`src/rtl/spdif_cs_pkg.sv`:
```
// Shared types and constants for the S/PDIF consumer channel status sequencer.
// Holds block geometry, field positions inside the 192-bit status word and the config bundle.
package spdif_cs_pkg;

    localparam int CS_BLOCK_FRAMES = 192;
    localparam int CS_LAST_FRAME   = CS_BLOCK_FRAMES - 1;

    localparam int CS_CAT_LSB    = 8;
    localparam int CS_CAT_W      = 8;
    localparam int CS_CHAN_LSB   = 20;
    localparam int CS_CHAN_W     = 4;
    localparam int CS_FS_LSB     = 24;
    localparam int CS_FS_W       = 4;
    localparam int CS_CLKACC_LSB = 28;
    localparam int CS_CLKACC_W   = 2;
    localparam int CS_WL_LSB     = 32;
    localparam int CS_WL_W       = 4;

    typedef struct packed {
        logic [7:0] category;
        logic [3:0] samplingFreq;
        logic [3:0] wordLength;
        logic [3:0] chanLeft;
        logic [3:0] chanRight;
    } cs_cfg_t;

    typedef enum logic {
        ST_IDLE,
        ST_RUN
    } cs_state_t;

endpackage

```
`src/rtl/spdif_cs_bit_select.sv`:
```
// Combinational selector of one channel status bit for a given frame index.
// Ports: i_cfg config fields, i_chan channel number, i_index frame index, o_bit status bit.
module spdif_cs_bit_select
    import spdif_cs_pkg::*;
#(
    parameter logic       COPYRIGHT_FREE = 1'b1,
    parameter logic [1:0] CLOCK_ACCURACY = 2'b00,
    parameter logic       NON_AUDIO      = 1'b0
) (
    input  cs_cfg_t    i_cfg,
    input  logic [3:0] i_chan,
    input  logic [7:0] i_index,
    output logic       o_bit
);

    // Only the low 40 bits carry fields; everything above is zero.
    logic [63:0] w_word;
    logic        w_unused_chan;

    // Per-channel numbers arrive separately through i_chan.
    assign w_unused_chan = ^{i_cfg.chanLeft, i_cfg.chanRight};

    always_comb begin
        w_word = '0;
        w_word[1] = NON_AUDIO;
        w_word[2] = COPYRIGHT_FREE;
        w_word[CS_CAT_LSB +: CS_CAT_W] = i_cfg.category;
        w_word[CS_CHAN_LSB +: CS_CHAN_W] = i_chan;
        w_word[CS_FS_LSB +: CS_FS_W] = i_cfg.samplingFreq;
        w_word[CS_CLKACC_LSB +: CS_CLKACC_W] = CLOCK_ACCURACY;
        w_word[CS_WL_LSB +: CS_WL_W] = i_cfg.wordLength;
    end

    assign o_bit = (i_index[7:6] == 2'b00) ? w_word[i_index[5:0]] : 1'b0;

endmodule

```
`src/rtl/spdif_channel_status_sequencer.sv`:
```
// Emits per-frame C bits of the consumer channel status block with a valid/ready handshake.
// Ports: clock/reset, enable, cfgLoad + cfg* fields in; csValid/csLeft/csRight/blockStart/frameIndex/cfgPending out.
module spdif_channel_status_sequencer
    import spdif_cs_pkg::*;
#(
    parameter logic       COPYRIGHT_FREE = 1'b1,
    parameter logic [1:0] CLOCK_ACCURACY = 2'b00,
    parameter logic       NON_AUDIO      = 1'b0
) (
    input  logic       clock,
    input  logic       reset,
    input  logic       enable,
    input  logic       cfgLoad,
    input  logic [7:0] cfgCategory,
    input  logic [3:0] cfgSamplingFreq,
    input  logic [3:0] cfgWordLength,
    input  logic [3:0] cfgChanLeft,
    input  logic [3:0] cfgChanRight,
    input  logic       csReady,
    output logic       csValid,
    output logic       csLeft,
    output logic       csRight,
    output logic       blockStart,
    output logic [7:0] frameIndex,
    output logic       cfgPending
);

    localparam logic [7:0] LAST_IDX = 8'(CS_LAST_FRAME);

    cs_state_t  r_state;
    logic [7:0] r_idx;
    cs_cfg_t    r_active;
    cs_cfg_t    r_shadow;
    logic       r_pending;
    logic       r_valid;
    logic       r_left;
    logic       r_right;
    logic       r_bs;

    cs_cfg_t    w_cfg_in;
    cs_cfg_t    w_cfg_nxt;
    logic [7:0] w_idx_nxt;
    logic       w_hs;
    logic       w_boundary;
    logic       w_bit_l;
    logic       w_bit_r;

    assign w_cfg_in = '{
        category:     cfgCategory,
        samplingFreq: cfgSamplingFreq,
        wordLength:   cfgWordLength,
        chanLeft:     cfgChanLeft,
        chanRight:    cfgChanRight
    };

    assign w_hs       = (r_state == ST_RUN) & r_valid & csReady;
    assign w_boundary = w_hs & (r_idx == LAST_IDX);

    // Config and index that the next registered frame will use.
    always_comb begin
        w_cfg_nxt = r_active;
        w_idx_nxt = r_idx;
        case (r_state)
            ST_IDLE: begin
                w_idx_nxt = '0;
                if (cfgLoad) w_cfg_nxt = w_cfg_in;
            end
            ST_RUN: begin
                if (!enable || w_boundary) begin
                    w_idx_nxt = '0;
                    if (cfgLoad)        w_cfg_nxt = w_cfg_in;
                    else if (r_pending) w_cfg_nxt = r_shadow;
                end else if (w_hs) begin
                    w_idx_nxt = r_idx + 8'd1;
                end
            end
            default: ;
        endcase
    end

    spdif_cs_bit_select #(
        .COPYRIGHT_FREE(COPYRIGHT_FREE),
        .CLOCK_ACCURACY(CLOCK_ACCURACY),
        .NON_AUDIO     (NON_AUDIO)
    ) u_sel_l (
        .i_cfg  (w_cfg_nxt),
        .i_chan (w_cfg_nxt.chanLeft),
        .i_index(w_idx_nxt),
        .o_bit  (w_bit_l)
    );

    spdif_cs_bit_select #(
        .COPYRIGHT_FREE(COPYRIGHT_FREE),
        .CLOCK_ACCURACY(CLOCK_ACCURACY),
        .NON_AUDIO     (NON_AUDIO)
    ) u_sel_r (
        .i_cfg  (w_cfg_nxt),
        .i_chan (w_cfg_nxt.chanRight),
        .i_index(w_idx_nxt),
        .o_bit  (w_bit_r)
    );

    always_ff @(posedge clock) begin
        if (reset) begin
            r_state   <= ST_IDLE;
            r_idx     <= '0;
            r_active  <= w_cfg_in;
            r_shadow  <= w_cfg_in;
            r_pending <= 1'b0;
            r_valid   <= 1'b0;
            r_left    <= 1'b0;
            r_right   <= 1'b0;
            r_bs      <= 1'b0;
        end else begin
            r_active <= w_cfg_nxt;
            case (r_state)
                ST_IDLE: begin
                    r_idx     <= '0;
                    r_pending <= 1'b0;
                    if (enable) begin
                        r_state <= ST_RUN;
                        r_valid <= 1'b1;
                        r_left  <= w_bit_l;
                        r_right <= w_bit_r;
                        r_bs    <= 1'b1;
                    end
                end
                ST_RUN: begin
                    if (!enable) begin
                        // Leaving mid-block: drop the frame and fold any pending config in.
                        r_state   <= ST_IDLE;
                        r_idx     <= '0;
                        r_pending <= 1'b0;
                        r_valid   <= 1'b0;
                        r_left    <= 1'b0;
                        r_right   <= 1'b0;
                        r_bs      <= 1'b0;
                    end else begin
                        if (w_hs) begin
                            r_idx   <= w_idx_nxt;
                            r_left  <= w_bit_l;
                            r_right <= w_bit_r;
                            r_bs    <= (w_idx_nxt == 8'd0);
                        end
                        // A load on the boundary went straight to active.
                        if (w_boundary) begin
                            r_pending <= 1'b0;
                        end else if (cfgLoad) begin
                            r_shadow  <= w_cfg_in;
                            r_pending <= 1'b1;
                        end
                    end
                end
                default: r_state <= ST_IDLE;
            endcase
        end
    end

    assign csValid    = r_valid;
    assign csLeft     = r_left;
    assign csRight    = r_right;
    assign blockStart = r_bs;
    assign frameIndex = r_idx;
    assign cfgPending = r_pending;

endmodule

```
`config.mk`:
```
export PLATFORM = sky130hd
export DESIGN_NAME = spdif_channel_status_sequencer
export DESIGN_NICKNAME = d
export VERILOG_FILES = /design/src/rtl/spdif_cs_pkg.sv /design/src/rtl/spdif_cs_bit_select.sv /design/src/rtl/spdif_channel_status_sequencer.sv
export SDC_FILE = /design/constraint.sdc
export NUM_CORES = 1
export LEC_CHECK = 0
export ABC_AREA = 0
export CAP_MARGIN = 25
export CORE_MARGIN = 2
export CORE_UTILIZATION = 55
export CTS_BUF_LIST = sky130_fd_sc_hd__clkbuf_2 sky130_fd_sc_hd__clkbuf_4 sky130_fd_sc_hd__clkbuf_8
export CTS_CLUSTER_DIAMETER = 30
export DETAILED_ROUTE_END_ITERATION = 10
export GPL_TIMING_DRIVEN = 0
export HOLD_SLACK_MARGIN = 0.1
export PLACE_DENSITY = 0.81
export REMOVE_ABC_BUFFERS = 1
export SLEW_MARGIN = 20
export SYNTH_ARGS = -nofsm -noshare
export SYNTH_HDL_FRONTEND = slang
export SYNTH_SLANG_ARGS = --single-unit
```
`constraint.sdc`:
```
create_clock -name clock -period 3 [get_ports clock]
set_input_delay 0.45 -clock clock [delete_from_list [all_inputs] [get_ports clock]]
set_output_delay 0.45 -clock clock [all_outputs]
set_load 0.005 [all_outputs]
```
==> key figures, run 1 <==
Outcome
  – Status: complete, no violations

Power
  – Seq pwr share: between 40% and 50%
  – Power Density: 453 nW/µm²
  – Cell leakage power: 1.61 nW
  – Clk pwr share: 36.3%
  – Internal power: 0.00146 W
  – NetSw: between 0.0005 and 0.0006 W
  – Sw frac: between 20% and 30%
  – Comb pwr share: between 15 and 20%
  – VDD IR max: 0.236 mV

Timing
  – Hold Vio Cnt, Final: 0
  – Max Slew Vio Count: 0
  – Fmax: approximately 0.35 GHz
  – Slew headroom: 54.7%
  – Tightest Pin Transition: 0.679 ns
  – RSZ-0062 raised after global routing: no
  – Hold Slack: 0.525 ns
  – Final setup viols: 0
  – Final period util: 95.7%
  – Clock Skew: 0.0122 ns
  – Period minus WS final: between 2 and 3 ns

Placed design
  – IO buf count: 41
  – DP Wirelength: 7.03 mm
  – Post-place instance area: 4210 µm²
  – GP Congestion: 0.894

Floorplan
  – IO Count: 42
  – Die width: just under 90 µm
  – Die height: ~87 µm
  – Core ar.: 6720 µm²
  – Die Area: 7550 µm²
  – Initial Util: 56.3%
  – Number of cell rows: 30

Logic synthesis
  – Leading area contributor after synthesis: dfxtp_1
  – Top cells by area, synth: dfxtp_1 (20%), edfxtp_1 (19%), a21oi_1 (5.3%)
  – Yosys reg bits: 62
  – Avg Cell Area, Syn: roughly 8.7 µm²
  – Main synth FF type: dfxtp_1
  – Yosys Warn Count: 0
  – Post-synth design cell area: 3780 µm²
  – Sequential element share of the synthesized area: 39.2%
  – Async set-reset flop share out of synthesis: 0%
  – Mapped Cells: 432
  – Unique masters post-synth: 69
  – Post-synth EDFFs: 24
  – Synth top area share: approximately a fifth

Cells and area
  – Layout area overhead: 19.6%
  – Share of cells above drive strength 1: a little over an eighth
  – Commonest non-fill, non-tap cell in the layout: nand2_1
  – Leading cell types in the layout, fill and taps excluded: nand2_1 (47), a21oi_1 (40), clkdlybuf4s50_1 (38)
  – Nets: 497
  – Ant diodes: 0
  – Design area: 4520 µm²
  – Filler Cells Inserted: approximately 540

Global routing
  – Vias in the first global route: approximately 3400
  – Initial antenna violation count: 0
  – Pin count of the biggest net entering global routing: 38
  – First-pass GRT wire length: 17.1 mm
  – Grt total ovfl: 0
  – Total GRT Usage: approximately 29%

Worst setup path
  – CP top delay family: simple AND/OR/NAND/NOR gates
  – Setup CP Type: in2reg
  – CP max stage delay: 0.58 ns
  – Critical R2R Launch: r_state
  – Worst path slowest cell: clkdlybuf4s50_1
  – CP endpoint kind: flop
  – Cell chain of the critical path: clkdlybuf4s50_1 -> and3_1 -> a22oi_1 -> or3_1 -> o211a_1 -> o2111ai_2 -> nor4_4 -> buf_4 -> nor4b_2 -> a211oi_2
  – CP Max Fanout: 9
  – Worst Path Buf+Inv: 2
  – Data required, critical path: between 3 and 4 ns
  – Worst Setup SP: csReady
  – Setup crit start kind: input port
  – Worst r2r path cells: 10
  – Number of cells on the critical path: 10
  – Arrival time worst endpoint: 3.10 ns

Clocking
  – Worst-Skew Late Latency: between 0.3 and 0.4 ns
  – Clock Path Buffers: 2
  – Num CTS Buffers: 9
  – Clock root cell: clkbuf_8
  – H-tree depth: 3
  – TritonCTS clock tree: done
  – CTS sink cnt: 62
  – CTS Hold Buffers Added: 0
  – Worst-path clk slew: 0.07 ns

Worst hold path
  – Hold path depth: 2
  – Class of the worst hold path: reg2reg
  – Min-delay src: blockStart

Detailed routing
  – Routed wire length per instance: 19.9 µm
  – DRT Pass-1 Iters: 6
  – DR DRC count: 0
  – Antenna Nets Post-Route: 0
  – Vias per cell: 6.69
  – DRT Wirelength: 10.9 mm
  – First DRT Iteration DRCs: around 450
  – Via count: between 3000 and 4000

Job
  – Max-cap viol count: 0
## synthesized netlist by cell type, types with 8 or more instances
cell type and number:
nand2_1 47, a21oi_1 40, dfxtp_1 38, nor2_1 34, o21ai_0 28, edfxtp_1 24
nor3_1 15, clkbuf_1 14, nand3_1 13, mux2i_1 11, a211oi_1 10, and3_1 10
inv_1 9, buf_2 8
## timing repair
item / 4_1_cts / 5_1_grt
buffers inserted: 5 / 3
setup endpoints to repair: 35 / 2
pin swaps: 2 / 3
gates resized for setup: 3 / 16
gates cloned: 1 / 0
## flip-flops by register name, indices dropped and copies added (netlist names)
signal	flops
blockStart	1
r_state	1
r_shadow	24
r_active	24
csRight	1
csValid	1
cfgPending	1
csLeft	1
frameIndex	8
## power by group through the flow
stage               sequential, W  clock, W  combinational [W]
detailed placement       0.000995         0           0.000306
global placement         0.000999         0           0.000277
global route             0.000982  0.000789           0.000350
finish                   0.000977  0.000743           0.000326
CTS                      0.000976  0.000751           0.000316
floorplan                0.000988         0           0.000167
## worst min-delay path, stage by stage (launching register included)
cell      delay [ns]
dfxtp_1         0.31
nor2_1          0.11
a311oi_1        0.06
## per-layer routing
layer	part of all wire [%]	global-route usage, %	vias to the layer above
li1	-	-	1713
met1	41	40.1	1683
met2	46	45.7	248
met3	9.7	5.40	36
met4	2.8	11.5	0
met5	0	0	-
## per-stage QoR
| stage | setup TNS [ns] | util (%) | setup slack (ns) | power (W) | instances |
|---|---|---|---|---|---|
| after floorplan | -6.60 | - | -0.265 | 0.00116 | 400 |
| after global placement | -63.03 | 61.3 | -1.69 | 0.00128 | 521 |
| after detailed placement | -16.76 | 62.6 | -0.823 | 0.00130 | 525 |
| after CTS | 0 | 66.4 | 0.0742 | 0.00204 | 547 |
| after global routing | 0 | 67.3 | 0.0128 | 0.00212 | 550 |
| final | 0 | 67.3 | 0.129 | 0.00205 | 550 |
## layout make-up
cell class,instances,area (µm²),area share [%]
Multi-Input combinational cell,330,2140,47.3
Clock inverter,7,73.8,1.63
Timing Repair Buffer,53,553,12.2
Sequential cell,62,1500,33.1
Tap cell,80,100,2.21
Inverter,9,33.8,0.748
Clock buffer,9,124,2.74
## cells by family (layout without fill, tap and decap cells)
logic type | count (synthesis) | after routing | share of synthesized area (%)
simple gates | 156 | 156 | 21.2
compound gates | 152 | 153 | 27.9
flops | 62 | 62 | 39.2
buf+inv | 41 | 78 | 5.36
mux | 15 | 15 | 4.10
fa+ha+maj | 3 | 3 | 0.993
xor+xnor | 3 | 3 | 1.19
## final timing paths
path	endpoint	slack (ns)
setup / recovery	csRight	0.13
hold / removal	blockStart	0.53
setup reg to reg	csRight	0.17
hold reg to reg	blockStart	0.53
No activity file was read; power rests on OpenSTA's default activity.
==> run 2: changes to the inputs <==
Settings changed: CTS_CLUSTER_SIZE from default to 20, SYNTH_HIERARCHICAL from default to 1.
==> run 2 against run 1 <==
Effect of this change: synthesized cell count is 9.5% higher; critical path depth is 3 higher; global-route usage is 0.67 points lower; clock-buffer cell count is 4 higher; clock skew is 0.0011 ns lower; maximum frequency is 3.9% lower; routed wire length is 10% higher; combinational power is 41% higher.
==> key figures, run 2 <==
Detailed routing
  – First DRT Iteration DRCs: 469
  – DRT Wirelength: approximately 12 mm
  – Via count: a little over 4000
  – Routed wire length per instance: between 15 and 20 µm
  – DRT Pass-1 Iters: 5
  – Antenna Nets Post-Route: 0
  – Vias per cell: 6.80
  – DR DRC count: 0

Floorplan
  – Core ar.: 7250 µm²
  – Die Area: between 8000 and 9000 µm²
  – Die height: slightly above 90 µm
  – Number of cell rows: 31
  – Die width: roughly 90 µm
  – IO Count: 42
  – Initial Util: 57.0%

Global routing
  – Grt total ovfl: 0
  – M1 GR Usage: 36.0%
  – First-pass GRT wire length: 18.8 mm
  – Vias in the first global route: 3851
  – Total GRT Usage: between 20% and 30%
  – GR peak layer: met2
  – Initial antenna violation count: 0
  – M3 GR Usage: 4.92%
  – GR Util met2: 47.5%
  – Pin count of the biggest net entering global routing: 52

Worst setup path
  – Data required, critical path: between 3 and 4 ns
  – Arrival time worst endpoint: 3.25 ns
  – Setup crit start kind: flop
  – Setup CP Type: reg2reg
  – CP Max Fanout: 8
  – Worst r2r path cells: 13
  – CP endpoint kind: flop

Timing
  – Final period util: 99.6%
  – Hold Vio Cnt, Final: 0
  – Period minus WS final: 2.99 ns
  – Slew headroom: 43.9%
  – Max Slew Vio Count: 0
  – Final worst slack: 0.0127 ns
  – RSZ-0062 raised after global routing: yes
  – Fmax: 0.335 GHz
  – Tightest Pin Transition: 0.841 ns
  – Clock Skew: between 0.01 and 0.015 ns
  – Setup_tns: 0 ns
  – Final setup viols: 0

Cells and area
  – Share of cells above drive strength 1: 22.7%
  – Commonest non-fill, non-tap cell in the layout: nand2_1
  – Layout area overhead: 22.9%
  – Post-Layout Cell Count: slightly above 600
  – Nets: 538
  – Ant diodes: 0
  – Leading cell types in the layout, fill and taps excluded: nand2_1 (58), o22ai_1 (46), clkdlybuf4s50_1 (38)

Logic synthesis
  – Synth top area share: 18.4%
  – Synth cell count leaders: nand2_1 (59), o22ai_1 (46), o21ai_1 (41), dfxtp_1 (38), a21oi_1 (34)
  – Cell with the most instances after synthesis: nand2_1
  – Top cells by area, synth: dfxtp_1 (18%), edfxtp_1 (17%), o22ai_1 (7.0%)
  – Sequential element share of the synthesized area: 35.8%
  – Leading area contributor after synthesis: dfxtp_1
  – Post-synth design cell area: 4130 µm²
  – Avg Cell Area, Syn: 8.74 µm²
  – Yosys reg bits: 62
  – Mapped Cells: 473
  – Unique masters post-synth: 50
  – Async set-reset flop share out of synthesis: 0%
  – Main synth FF type: dfxtp_1
  – Post-synth EDFFs: 24
  – Yosys Warn Count: 6

Clocking
  – H-tree depth: 3
  – Clock Path Buffers: 2
  – Clock root cell: clkbuf_8
  – CTS sink cnt: 62
  – Num CTS Buffers: 9
  – CTS Hold Buffers Added: 0
  – Worst-Skew Late Latency: 0.35 ns
  – TritonCTS clock tree: done
  – Worst-path clk slew: 0.07 ns

Placed design
  – IO buf count: a little over 40
  – DP Wirelength: 6.73 mm
  – Cells after DPL: 574
  – GP Congestion: 0.890
  – Pre-CTS setup slack: -1.12 ns

Power
  – Total power: 0.00210 W
  – Cell leakage power: 1.72 nW
  – VDD IR max: 0.304 mV
  – Power Density: roughly 410 nW/µm²

Worst hold path
  – Class of the worst hold path: reg2reg
  – Hold path depth: 2

Job
  – Max-cap viol count: 0

Outcome
  – Status: complete, no violations
==> run 2: worst max-delay path, stage by stage, from the launching register on <==
cell      delay (ns)
dfxtp_4         0.40
ha_4            0.16
nand4_4         0.15
o31ai_4         0.30
buf_6           0.20
o21a_4          0.23
o21ai_1         0.10
o21ai_1         0.21
mux2i_1         0.14
nor4b_2         0.29
a311oi_2        0.09
o31ai_2         0.36
nand3_1         0.15
a21oi_2         0.13
==> run 2: power breakdown <==
group | internal (W) | switching (W) | total (W)
logic | 0.000217 | 0.000244 | 0.000461
clock network | 0.000330 | 0.000326 | 0.000656
registers | 0.000937 | 0.0000419 | 0.000979
==> run 2: path summary, 6_finish.rpt <==
| path | to | slack, ns | startpoint |
|---|---|---|---|
| setup / recovery | csRight | 0.01 | frameIndex[0] |
| hold / removal | csLeft | 0.51 | csLeft |
| setup reg to reg | csRight | 0.01 | frameIndex[0] |
| hold reg to reg | csLeft | 0.51 | csLeft |
==> run 2: area by class of cell <==
| cell class | count | area (µm²) |
|---|---|---|
| repair buffers | 62 | 614 |
| fillers | 563 | 2170 |
| clock inverters | 2 | 10.0 |
| flip-flops and latches | 62 | 1500 |
| clock buffers | 13 | 154 |
| inverters | 7 | 41.3 |
| multi-input cells | 364 | 2640 |
| well taps | 99 | 124 |
==> run 2: cells by family (layout without fill, tap and decap cells) <==
family,after synthesis,count (layout),synth area share [%]
AO/OA/AOI/OAI,186,188,28.7
XOR/XNOR,8,8,1.70
adder cells (fa/ha/maj),3,3,0.908
buffers and inverters,49,84,5.81
flip-flops,62,62,35.8
multiplexers,36,36,11.7
AND/OR/NAND/NOR,129,129,15.3
==> run 2: timing repair <==
action                     in CTS  in global routing
resized for setup              27                 29
cloned                          2                  0
setup buffers                  10                  8
setup endpoints to repair      41                  4
pin swaps                       3                  6
==> run 2: stage by stage <==
stage	hold WS, ns	instance area, µm²	utilization [%]
6_report	0.506	5080	70.0
5_1_grt	0.540	5080	70.0
4_1_cts	0.487	4890	67.4
3_5_place_dp	0.480	4520	62.4
3_3_place_gp	0.464	4450	61.4
2_1_floorplan	0.460	3920	-
==> run 2: routing by layer <==
layer	vias up	routed length, µm
met2	221	5800
li1	1892	-
met1	1984	4960
met5	-	0
met3	44	874
met4	0	411
==> run 3: changes to the inputs <==
Settings changed: CORE_UTILIZATION 55 to 30, PLACE_DENSITY 0.81 to 0.51.
==> run 3 against run 2 <==
Effect of this change: sequential cell count unchanged; hold slack got worse by 0.015 ns; critical path type unchanged; cell area increased by 5.9%.
==> key figures, run 3 (synthesized netlist as in run 2, its figures left out) <==
Power
  – Total power: 0.00217 W
  – Power Density: 403 nW/µm²
  – VDD IR max: about 0.21 mV
  – Cell leakage power: around 1.8 nW

Clocking
  – H-tree depth: 3
  – CTS sink cnt: 62
  – Worst-path clk slew: 0.06 ns
  – Num CTS Buffers: 9
  – Clock Path Buffers: 2
  – TritonCTS clock tree: done
  – Clock root cell: clkbuf_8
  – Worst-Skew Late Latency: 0.36 ns
  – CTS Hold Buffers Added: 0

Floorplan
  – IO Count: 42
  – Core ar.: about 13000 µm²
  – Number of cell rows: 42
  – Initial Util: 31.0%
  – Die Area: between 10000 and 15000 µm²
  – Die height: 121 µm
  – Die width: around 120 µm

Placed design
  – DP Wirelength: 7.59 mm
  – GP Congestion: around 0.79
  – Cells after DPL: 654
  – IO buf count: 41

Detailed routing
  – DR DRC count: 0
  – DRT Wirelength: between 10 and 15 mm
  – Vias per cell: approximately 5.7
  – Via count: 4042
  – Antenna Nets Post-Route: 0
  – DRT Pass-1 Iters: 4
  – First DRT Iteration DRCs: 403
  – Routed wire length per instance: 18.3 µm

Worst setup path
  – CP endpoint kind: flop
  – Worst Setup SP: frameIndex[1]
  – Reg-to-reg endpoint: csLeft
  – Setup crit start kind: flop
  – Data required, critical path: 3.27 ns
  – Setup CP Type: reg2reg
  – Arrival time worst endpoint: 3.20 ns
  – CP endpoint: csLeft
  – Worst r2r path cells: 14
  – CP Max Fanout: 7
  – Critical R2R Launch: frameIndex[1]
  – R2R setup slack: 0.07 ns

Global routing
  – Pin count of the biggest net entering global routing: 50
  – Grt total ovfl: 0
  – First-pass GRT wire length: 20.1 mm
  – Total GRT Usage: 17.6%
  – Vias in the first global route: 3954
  – Initial antenna violation count: 0

Timing
  – Period minus WS final: 2.93 ns
  – Fmax: ~0.34 GHz
  – Clock Skew: ~0.013 ns
  – Final period util: 97.6%
  – RSZ-0062 raised after global routing: yes
  – Max Slew Vio Count: 0
  – Tightest Pin Transition: 0.777 ns
  – Slew headroom: 48.0%
  – Final setup viols: 0
  – Hold Vio Cnt, Final: 0

Outcome
  – Status: complete, no violations

Cells and area
  – Post-Layout Cell Count: 706
  – Ant diodes: 0
  – Commonest non-fill, non-tap cell in the layout: nand2_1
  – Share of cells above drive strength 1: 25.3%
  – Nets: around 560
  – Leading cell types in the layout, fill and taps excluded: nand2_1 (58), o22ai_1 (46), o21ai_1 (40)
  – Layout area overhead: 30.2%

Job
  – Max-cap viol count: 0

Worst hold path
  – Class of the worst hold path: reg2reg
-- run 3: layout make-up --
cell class                      instances  area [µm²]
Clock inverter                          3        17.5
Timing Repair Buffer                   81         805
Fill cell                            1362        7970
Multi-Input combinational cell        364        2620
Inverter                                7        36.3
Tap cell                              176         220
Clock buffer                           13         173
Sequential cell                        62        1500
-- run 3: metal layers --
layer,share of wire [%],track usage (%)
met3,5.1,3.76
met2,47,27.8
met5,0,0
met4,1.5,7.76
met1,46,23.1
-- run 3: worst min-delay path by stage --
stage	startpoint	end	slack, ns	cells past startpoint
6_report	csLeft	csLeft	0.49	2
5_1_grt	cfgLoad	cfgPending	0.51	3
4_1_cts	csLeft	csLeft	0.49	2
3_5_place_dp	csLeft	csLeft	0.48	2
3_3_place_gp	csLeft	csLeft	0.47	2
2_1_floorplan	csLeft	csLeft	0.46	2
-- run 3: worst max-delay path, stage by stage, from the launching register on --
cell and delay [ns]:
dfxtp_4 0.38, ha_4 0.15, nand4_4 0.14, o31ai_4 0.30, buf_6 0.19, o21a_4 0.21, buf_4 0.14, o21ai_2 0.05
o21ai_1 0.18, mux4_2 0.26, nand2b_1 0.12, a311oi_2 0.12, o31ai_2 0.35, nand3_1 0.11, a21oi_1 0.15
-- run 3: what timing repair did --
action,4_1_cts,5_1_grt
resized for setup,33,32
gates cloned,2,0
pin swaps,4,11
setup endpoints to repair,42,25
buffers inserted,13,21
-- run 3: where the power goes --
| part | total, W | leakage (nW) | switching, W | internal, W |
|---|---|---|---|---|
| combinational | 0.000467 | 1.18 | 0.000239 | 0.000228 |
| sequential | 0.000977 | 0.558 | 0.0000412 | 0.000936 |
| clock | 0.000723 | 0.0988 | 0.000348 | 0.000374 |
-- run 3: through the flow --
step	TNS, ns	worst slack [ns]	hold slack (ns)	cell area, µm²	util (%)
2_1_floorplan	-16.18	-0.627	0.460	3920	-
3_3_place_gp	-186.46	-4.84	0.472	4550	34.1
3_5_place_dp	-40.86	-1.21	0.480	4680	35.1
4_1_cts	-0.0490	-0.0490	0.489	5100	38.2
5_1_grt	-0.115	-0.0720	0.510	5380	40.3
6_report	0	0.0727	0.491	5380	40.3
